## config.mk

```make
export PLATFORM = sky130hd
export DESIGN_NAME = multicycle_control_fsm
export DESIGN_NICKNAME = d
export VERILOG_FILES = /design/src/rtl/multicycle_control_fsm.sv
export SDC_FILE = /design/constraint.sdc
export NUM_CORES = 1
export LEC_CHECK = 0
export CELL_PAD_IN_SITES_DETAIL_PLACEMENT = 0
export CELL_PAD_IN_SITES_GLOBAL_PLACEMENT = 1
export CORE_UTILIZATION = 26
export DETAILED_ROUTE_END_ITERATION = 12
export HOLD_SLACK_MARGIN = 0.08
export PLACE_DENSITY_LB_ADDON = 0.1
export SETUP_SLACK_MARGIN = 0.5
export SYNTH_ARGS = -nofsm -noshare
export SYNTH_HDL_FRONTEND = slang
export SYNTH_SLANG_ARGS = --single-unit
```

## constraint.sdc

```tcl
create_clock -name clk -period 2.22 [get_ports clk]
set_clock_uncertainty 0.05 [all_clocks]
set_input_delay 0.222 -clock clk [delete_from_list [all_inputs] [get_ports clk]]
set_output_delay 0.222 -clock clk [all_outputs]
set_load 0.02 [all_outputs]
```

## src/rtl/multicycle_control_fsm.sv

```systemverilog
// multicycle_control_fsm
//   Control unit for a multi-cycle RV32I core. A single FSM steps each
//   instruction through FETCH/DECODE/EXEC/MEM/WB over a shared datapath and
//   memory port. It waits on a memory ready handshake with a bounded timeout
//   and traps permanently on illegal encodings or memory timeouts.
// Ports
//   clk, rst            clock, synchronous active-high reset
//   instr               instruction register (valid from DECODE onward)
//   mem_ready           memory access completes this cycle
//   brEq, brLt          datapath comparator results
//   br_unsigned         comparator mode (instr[13])
//   pc_write, pc_src    PC load enable and source (0 PC+4, 1 ALU)
//   ir_write            latch fetched word into IR / old_pc
//   mem_read, mem_write memory request strobes
//   iord                memory address select (0 PC, 1 ALU)
//   reg_write           register file write enable
//   alu_src_a/b, alu_op ALU operand selects and operation
//   imm_sel             immediate format (I/S/B/J/U)
//   result_src          write-back source (ALU, memory, old_pc+4)
//   state               current FSM state
//   illegal             sticky trap indicator
module multicycle_control_fsm #(
    parameter int MEM_TIMEOUT = 16,
    parameter int TMO_W       = 5,
    parameter bit EN_JUMP     = 1'b1
) (
    input  logic        clk,
    input  logic        rst,
    input  logic [31:0] instr,
    input  logic        mem_ready,
    input  logic        brEq,
    input  logic        brLt,
    output logic        br_unsigned,
    output logic        pc_write,
    output logic        pc_src,
    output logic        ir_write,
    output logic        mem_read,
    output logic        mem_write,
    output logic        iord,
    output logic        reg_write,
    output logic [1:0]  alu_src_a,
    output logic [1:0]  alu_src_b,
    output logic [3:0]  alu_op,
    output logic [2:0]  imm_sel,
    output logic [1:0]  result_src,
    output logic [2:0]  state,
    output logic        illegal
);

    typedef enum logic [2:0] {
        S_FETCH  = 3'd0,
        S_DECODE = 3'd1,
        S_EXEC   = 3'd2,
        S_MEM    = 3'd3,
        S_WB     = 3'd4,
        S_TRAP   = 3'd5
    } state_t;

    localparam logic [6:0] OP_R      = 7'b0110011;
    localparam logic [6:0] OP_IALU   = 7'b0010011;
    localparam logic [6:0] OP_LOAD   = 7'b0000011;
    localparam logic [6:0] OP_STORE  = 7'b0100011;
    localparam logic [6:0] OP_LUI    = 7'b0110111;
    localparam logic [6:0] OP_AUIPC  = 7'b0010111;
    localparam logic [6:0] OP_BRANCH = 7'b1100011;
    localparam logic [6:0] OP_JAL    = 7'b1101111;
    localparam logic [6:0] OP_JALR   = 7'b1100111;

    localparam logic [TMO_W-1:0] TMO_MAX = TMO_W'(MEM_TIMEOUT);

    state_t             state_r;
    logic [TMO_W-1:0]   cnt_r;
    logic               illegal_r;

    logic [6:0] opcode_s;
    logic [2:0] f3_s;
    logic [6:0] f7_s;
    logic       is_r_s, is_ialu_s, is_load_s, is_store_s, is_lui_s;
    logic       is_auipc_s, is_branch_s, is_jal_s, is_jalr_s;
    logic       bad_s;
    logic       taken_s;
    logic [3:0] alu_func_s;
    logic       unused_s;

    assign opcode_s = instr[6:0];
    assign f3_s     = instr[14:12];
    assign f7_s     = instr[31:25];
    // Register/immediate fields are consumed by the datapath, not here.
    assign unused_s = ^{instr[24:15], instr[11:7]};

    // Opcode classification and illegal-encoding detection.
    always_comb begin
        is_r_s      = 1'b0;
        is_ialu_s   = 1'b0;
        is_load_s   = 1'b0;
        is_store_s  = 1'b0;
        is_lui_s    = 1'b0;
        is_auipc_s  = 1'b0;
        is_branch_s = 1'b0;
        is_jal_s    = 1'b0;
        is_jalr_s   = 1'b0;
        bad_s       = 1'b0;
        case (opcode_s)
            OP_R: begin
                is_r_s = 1'b1;
                if (f7_s == 7'h00) begin
                    bad_s = 1'b0;
                end else if (f7_s == 7'h20 && (f3_s == 3'b000 || f3_s == 3'b101)) begin
                    bad_s = 1'b0;
                end else begin
                    bad_s = 1'b1;
                end
            end
            OP_IALU: begin
                is_ialu_s = 1'b1;
                if (f3_s == 3'b001) begin
                    bad_s = (f7_s != 7'h00);
                end else if (f3_s == 3'b101) begin
                    bad_s = (f7_s != 7'h00) && (f7_s != 7'h20);
                end else begin
                    bad_s = 1'b0;
                end
            end
            OP_LOAD:   is_load_s  = 1'b1;
            OP_STORE:  is_store_s = 1'b1;
            OP_LUI:    is_lui_s   = 1'b1;
            OP_AUIPC: begin
                is_auipc_s = 1'b1;
                bad_s      = !EN_JUMP;
            end
            OP_BRANCH: begin
                is_branch_s = 1'b1;
                bad_s       = (f3_s == 3'b010) || (f3_s == 3'b011);
            end
            OP_JAL: begin
                is_jal_s = 1'b1;
                bad_s    = !EN_JUMP;
            end
            OP_JALR: begin
                is_jalr_s = 1'b1;
                bad_s     = !EN_JUMP || (f3_s != 3'b000);
            end
            default: bad_s = 1'b1;
        endcase
    end

    // Branch condition from funct3 and the datapath comparator.
    always_comb begin
        case (f3_s)
            3'b000:  taken_s = brEq;
            3'b001:  taken_s = !brEq;
            3'b100:  taken_s = brLt;
            3'b110:  taken_s = brLt;
            3'b101:  taken_s = !brLt;
            3'b111:  taken_s = !brLt;
            default: taken_s = 1'b0;
        endcase
    end

    // ALU operation for R and I-ALU; SUB is only reachable from R-type.
    always_comb begin
        case (f3_s)
            3'b000:  alu_func_s = (is_r_s && f7_s[5]) ? 4'b0001 : 4'b0000;
            3'b001:  alu_func_s = 4'b1001;
            3'b010:  alu_func_s = 4'b1101;
            3'b011:  alu_func_s = 4'b1110;
            3'b100:  alu_func_s = 4'b0110;
            3'b101:  alu_func_s = f7_s[5] ? 4'b1011 : 4'b1010;
            3'b110:  alu_func_s = 4'b0101;
            3'b111:  alu_func_s = 4'b0100;
            default: alu_func_s = 4'b0000;
        endcase
    end

    // Strobe decode from current state and instruction; rst forces all low.
    always_comb begin
        br_unsigned = 1'b0;
        pc_write    = 1'b0;
        pc_src      = 1'b0;
        ir_write    = 1'b0;
        mem_read    = 1'b0;
        mem_write   = 1'b0;
        iord        = 1'b0;
        reg_write   = 1'b0;
        alu_src_a   = 2'b00;
        alu_src_b   = 2'b00;
        alu_op      = 4'b0000;
        imm_sel     = 3'b000;
        result_src  = 2'b00;
        if (rst) begin
            pc_write = 1'b0;
        end else begin
            // imm_sel follows the opcode for every post-fetch state.
            if (state_r == S_DECODE || state_r == S_EXEC || state_r == S_MEM || state_r == S_WB) begin
                if (is_store_s)       imm_sel = 3'b001;
                else if (is_branch_s) imm_sel = 3'b010;
                else if (is_jal_s)    imm_sel = 3'b011;
                else if (is_lui_s || is_auipc_s) imm_sel = 3'b100;
                else                  imm_sel = 3'b000;
                br_unsigned = instr[13];
            end else begin
                imm_sel = 3'b000;
            end
            case (state_r)
                S_FETCH: begin
                    mem_read = 1'b1;
                    ir_write = mem_ready;
                    pc_write = mem_ready;
                end
                S_EXEC: begin
                    if (is_r_s) begin
                        alu_op = alu_func_s;
                    end else if (is_ialu_s) begin
                        alu_src_b = 2'b01;
                        alu_op    = alu_func_s;
                    end else if (is_lui_s) begin
                        alu_src_a = 2'b10;
                        alu_src_b = 2'b01;
                    end else if (is_auipc_s || is_jal_s) begin
                        alu_src_a = 2'b01;
                        alu_src_b = 2'b01;
                        pc_write  = is_jal_s;
                        pc_src    = is_jal_s;
                    end else if (is_branch_s) begin
                        alu_src_a = 2'b01;
                        alu_src_b = 2'b01;
                        pc_write  = taken_s;
                        pc_src    = taken_s;
                    end else if (is_jalr_s) begin
                        alu_src_b = 2'b01;
                        pc_write  = 1'b1;
                        pc_src    = 1'b1;
                    end else begin
                        // LOAD/STORE address: rs1 + imm.
                        alu_src_b = 2'b01;
                    end
                end
                S_MEM: begin
                    iord      = 1'b1;
                    mem_read  = is_load_s;
                    mem_write = is_store_s;
                end
                S_WB: begin
                    reg_write = 1'b1;
                    if (is_load_s)                    result_src = 2'b01;
                    else if (is_jal_s || is_jalr_s)   result_src = 2'b10;
                    else                              result_src = 2'b00;
                end
                default: pc_write = 1'b0;
            endcase
        end
    end

    // State sequencing, memory wait counter and sticky trap flag.
    always_ff @(posedge clk) begin
        if (rst) begin
            state_r   <= S_FETCH;
            cnt_r     <= {TMO_W{1'b0}};
            illegal_r <= 1'b0;
        end else begin
            case (state_r)
                S_FETCH, S_MEM: begin
                    // Ready wins even when the counter sits at the limit.
                    if (mem_ready) begin
                        cnt_r <= {TMO_W{1'b0}};
                        if (state_r == S_FETCH)  state_r <= S_DECODE;
                        else if (is_load_s)      state_r <= S_WB;
                        else                     state_r <= S_FETCH;
                    end else if (cnt_r == TMO_MAX) begin
                        state_r   <= S_TRAP;
                        illegal_r <= 1'b1;
                    end else begin
                        cnt_r <= cnt_r + TMO_W'(1);
                    end
                end
                S_DECODE: begin
                    cnt_r <= {TMO_W{1'b0}};
                    if (bad_s) begin
                        state_r   <= S_TRAP;
                        illegal_r <= 1'b1;
                    end else begin
                        state_r <= S_EXEC;
                    end
                end
                S_EXEC: begin
                    cnt_r <= {TMO_W{1'b0}};
                    if (is_load_s || is_store_s) state_r <= S_MEM;
                    else if (is_branch_s)        state_r <= S_FETCH;
                    else                         state_r <= S_WB;
                end
                S_WB: begin
                    cnt_r   <= {TMO_W{1'b0}};
                    state_r <= S_FETCH;
                end
                S_TRAP: begin
                    state_r   <= S_TRAP;
                    illegal_r <= 1'b1;
                end
                default: begin
                    state_r   <= S_TRAP;
                    illegal_r <= 1'b1;
                end
            endcase
        end
    end

    assign state   = state_r;
    assign illegal = illegal_r;

endmodule

```

==> key figures <==
Finish
  • Commonest non-fill, non-tap cell in the layout: buf_4
  • Area grow syn2layout: 92.2%
  • Share of layout cells above drive strength 1: 50.0%
  • Design Area, Final: 2220 µm²
  • # fillers: 417
  • Diodes inserted: 0
  • Post-layout nets: 300
  • Commonest cells after routing, fill and taps aside: 49 x buf_4, 14 x nor2_1, 13 x nand2_1

Synthesis
  • Syn Nets: 216
  • Synth area leader: dfxtp_1
  • Yosys warns: 0
  • Synth Cell Area: 1160 µm²
  • Synth Instances: 177
  • Average size of a mapped cell: 6.54 µm²
  • Top cells by area, synth: dfxtp_1 16%, nor2_1 7.5%, nand2_1 5.5%
  • Sequential fraction of the synthesis area: 15.6%
  • #FFs+latches synth: 9
  • Yosys cell types: 44
  • Synth top area share: 15.6%

Setup path
  • Setup CP Type: primary input to output port
  • CP delay by family, top: simple AND/OR/NAND/NOR gates
  • Crit path buffers/inverters: 2
  • Arr. time, crit path: 1520 ps
  • R2r startpoint: state[2]
  • R2R cell count: 6
  • R2R Path End: cnt_r[3]
  • Critical Path Start Type: primary input
  • CP Cell Sequence: buf_6 -> or2_1 -> or4_4 -> nor2_4 -> a21oi_2 -> nor3_4 -> buf_6
  • Crit path largest cell delay: 520 ps
  • Reg2Reg Setup Slack: 520 ps
  • Crit-path max FO: 2
  • Crit. End Element: output port
  • Crit-path slowest cell: or4_4
  • Worst Path Required: 1950 ps
  • Most used cell, CP: buf_6

Min path
  • Hold path startpoint: illegal
  • Hold EP: illegal
  • HP Class: flop to flop
  • Hold Path Stages: 2

Flow run
  • Max-Cap Viols: 0

Timing
  • Fin. Hold Viols: 0
  • Setup_tns: 0 ps
  • Endpoints failing setup: 0
  • Fin. max-slew vios: 0
  • Hold Slack: 435 ps
  • Crit share post-route: 80.6%
  • RSZ-0062 raised after global routing: true
  • Fmax achieved: 559 MHz
  • Post-route minimum period: 1790 ps

Routing
  • DR vias: 1544
  • DR vias/cell: 4.98
  • Routed wire length: 4250 µm
  • Iteration-0 DRC Markers: 60
  • Antenna viol nets, final: 0
  • WL/cell: 13.7 µm
  • Drc violations: 0
  • TritonRoute pass-1 iters: 4

Placement
  • I/O Buffers: 45
  • DP HPWL: 3170 µm
  • Placed cell area: 1910 µm²
  • GPL Wtd Cong: 0.857

GRT
  • Global-route wire length before repair: 6750 µm
  • Global routing met2 resource utilization: 35.8%
  • Largest net degree at the start of global routing: 10
  • Vias in the first global route: 1530
  • Grt met1 use: 21.9%
  • GR peak layer: met2
  • Total Routing Usage GR: 19.2%
  • Met3 usage: 1.64%
  • Overflow after GRT: 0
  • Initial antenna violation count: 0

Outcome
  • Status: complete, no violations

Die
  • I/O pin total: 62
  • Vert. Die Dim: 68.7 µm
  • Initial core utilization: 27.9%
  • Die ar.: 4720 µm²
  • Placeable Area: 4140 µm²
  • Die W: 68.7 µm
  • Row count: 23

Clock tree
  • CTS root buf: clkbuf_8
  • Skew-Pair Late Insertion Delay: 240 ps
  • TritonCTS clock tree: done
  • H-tree depth: 1
  • CTS Buf Count: 3
  • CTS Hold Bufs: 0
  • CTS max path bufs: 2
  • CTS Sinks: 9
  • Clk slew on worst S/H paths: 50 ps

Power and ir drop
  • PwrDens: 465 nW/µm²
  • Internal power: 625 µW
  • Clock Power Share: 19.6%
  • Overall power: 1030 µW
  • Logic pwr share: 59.4%
  • Net Switching: 410 µW
  • VDD IR max: 0.000136 V
  • P_leak: 0.000967 µW
  • Sequential share of power: 21.0%
  • Net Sw Frac: 39.6%
[layout make-up]
| type | count | area, µm² | share of cell area (%) |
|---|---|---|---|
| clock buffers | 4 | 45.0 | 2.02 |
| inverters | 9 | 33.8 | 1.52 |
| multi-input cells | 146 | 1130 | 50.7 |
| flip-flops and latches | 9 | 194 | 8.72 |
| well taps | 50 | 62.6 | 2.81 |
| repair buffers | 92 | 762 | 34.3 |
[per-stage QoR]
step | setup slack, ps | instances | util, %
after detailed placement | -393 | 292 | 46.1
after global routing | 378 | 310 | 53.7
after CTS | 417 | 307 | 51.0
after global placement | -377 | 292 | 46.1
after floorplan | 369 | 177 | -
final | 430 | 310 | 53.7
[Yosys cell counts (all sizes together)]
cell type,number
a21o,1
a22oi,3
nand2,17
or4,2
and3,6
a21oi,10
nand3,4
nand2b,6
dfxtp,9
inv,9
nand4b,1
xor2,5
clkbuf,8
mux2,1
nor2,23
and3b,1
conb,1
nor2b,6
buf,5
a31o,1
nor4,6
and2,6
o32ai,1
nand3b,1
or3,1
ha,2
a22o,3
o211ai,1
o31ai,2
or2,2
o21a,3
xnor2,2
and4bb,1
o21ai,8
o211a,3
a311o,1
nor3,10
a31oi,5
[metal layers]
layer	share of wire (%)	vias to the layer above	routed length, µm
met5	0	-	0
met4	1.3	0	56
met3	3.0	5	127
li1	-	794	-
met2	53	31	2240
met1	43	714	1830
[how the worst max path moves through the flow]
stage | endpoint | from | slack [ps] | cells after the start
after floorplan | mem_read | instr[3] | 370 | 7
after global placement | mem_read | instr[3] | -380 | 7
after detailed placement | mem_read | instr[3] | -390 | 7
after CTS | mem_read | instr[2] | 420 | 7
after global routing | mem_read | instr[2] | 380 | 7
final | mem_read | instr[2] | 430 | 7
[tightest hold or removal path: stages (launching register included)]
cell	delay [ps]
dfxtp_1	320
inv_1	60
a31oi_1	60
[cell families (layout without fill, tap and decap cells)]
family	Yosys count	in the layout	synth area share, %
AOI/OAI and AO/OA	42	42	25.0
DFF	9	9	15.6
xor gates and xnor gates	7	7	5.30
buffers and inverters	22	105	8.97
and+or+nand+nor	93	93	41.7
muxes	1	1	0.973
other	1	1	0.324
adders and majority gates	2	2	2.16
[registers in the layout (all words and copies together) (netlist names)]
| register | cells |
|---|---|
| illegal | 1 |
| cnt_r | 5 |
| state | 3 |
[power groups by stage]
stage	clock [µW]	combinational (µW)	sequential, µW
floorplan	0	269	211
global placement	0	456	206
detailed placement	0	462	208
CTS	203	571	214
global route	213	663	221
finish	202	615	218
[repair_timing]
item                       4_1_cts  5_1_grt
gates resized for setup        157       33
setup endpoints to repair       28       26
hold endpoints to repair         0        0
pin swaps                       23       17
setup buffers                   11        3
No activity file was read; power rests on OpenSTA's default activity.
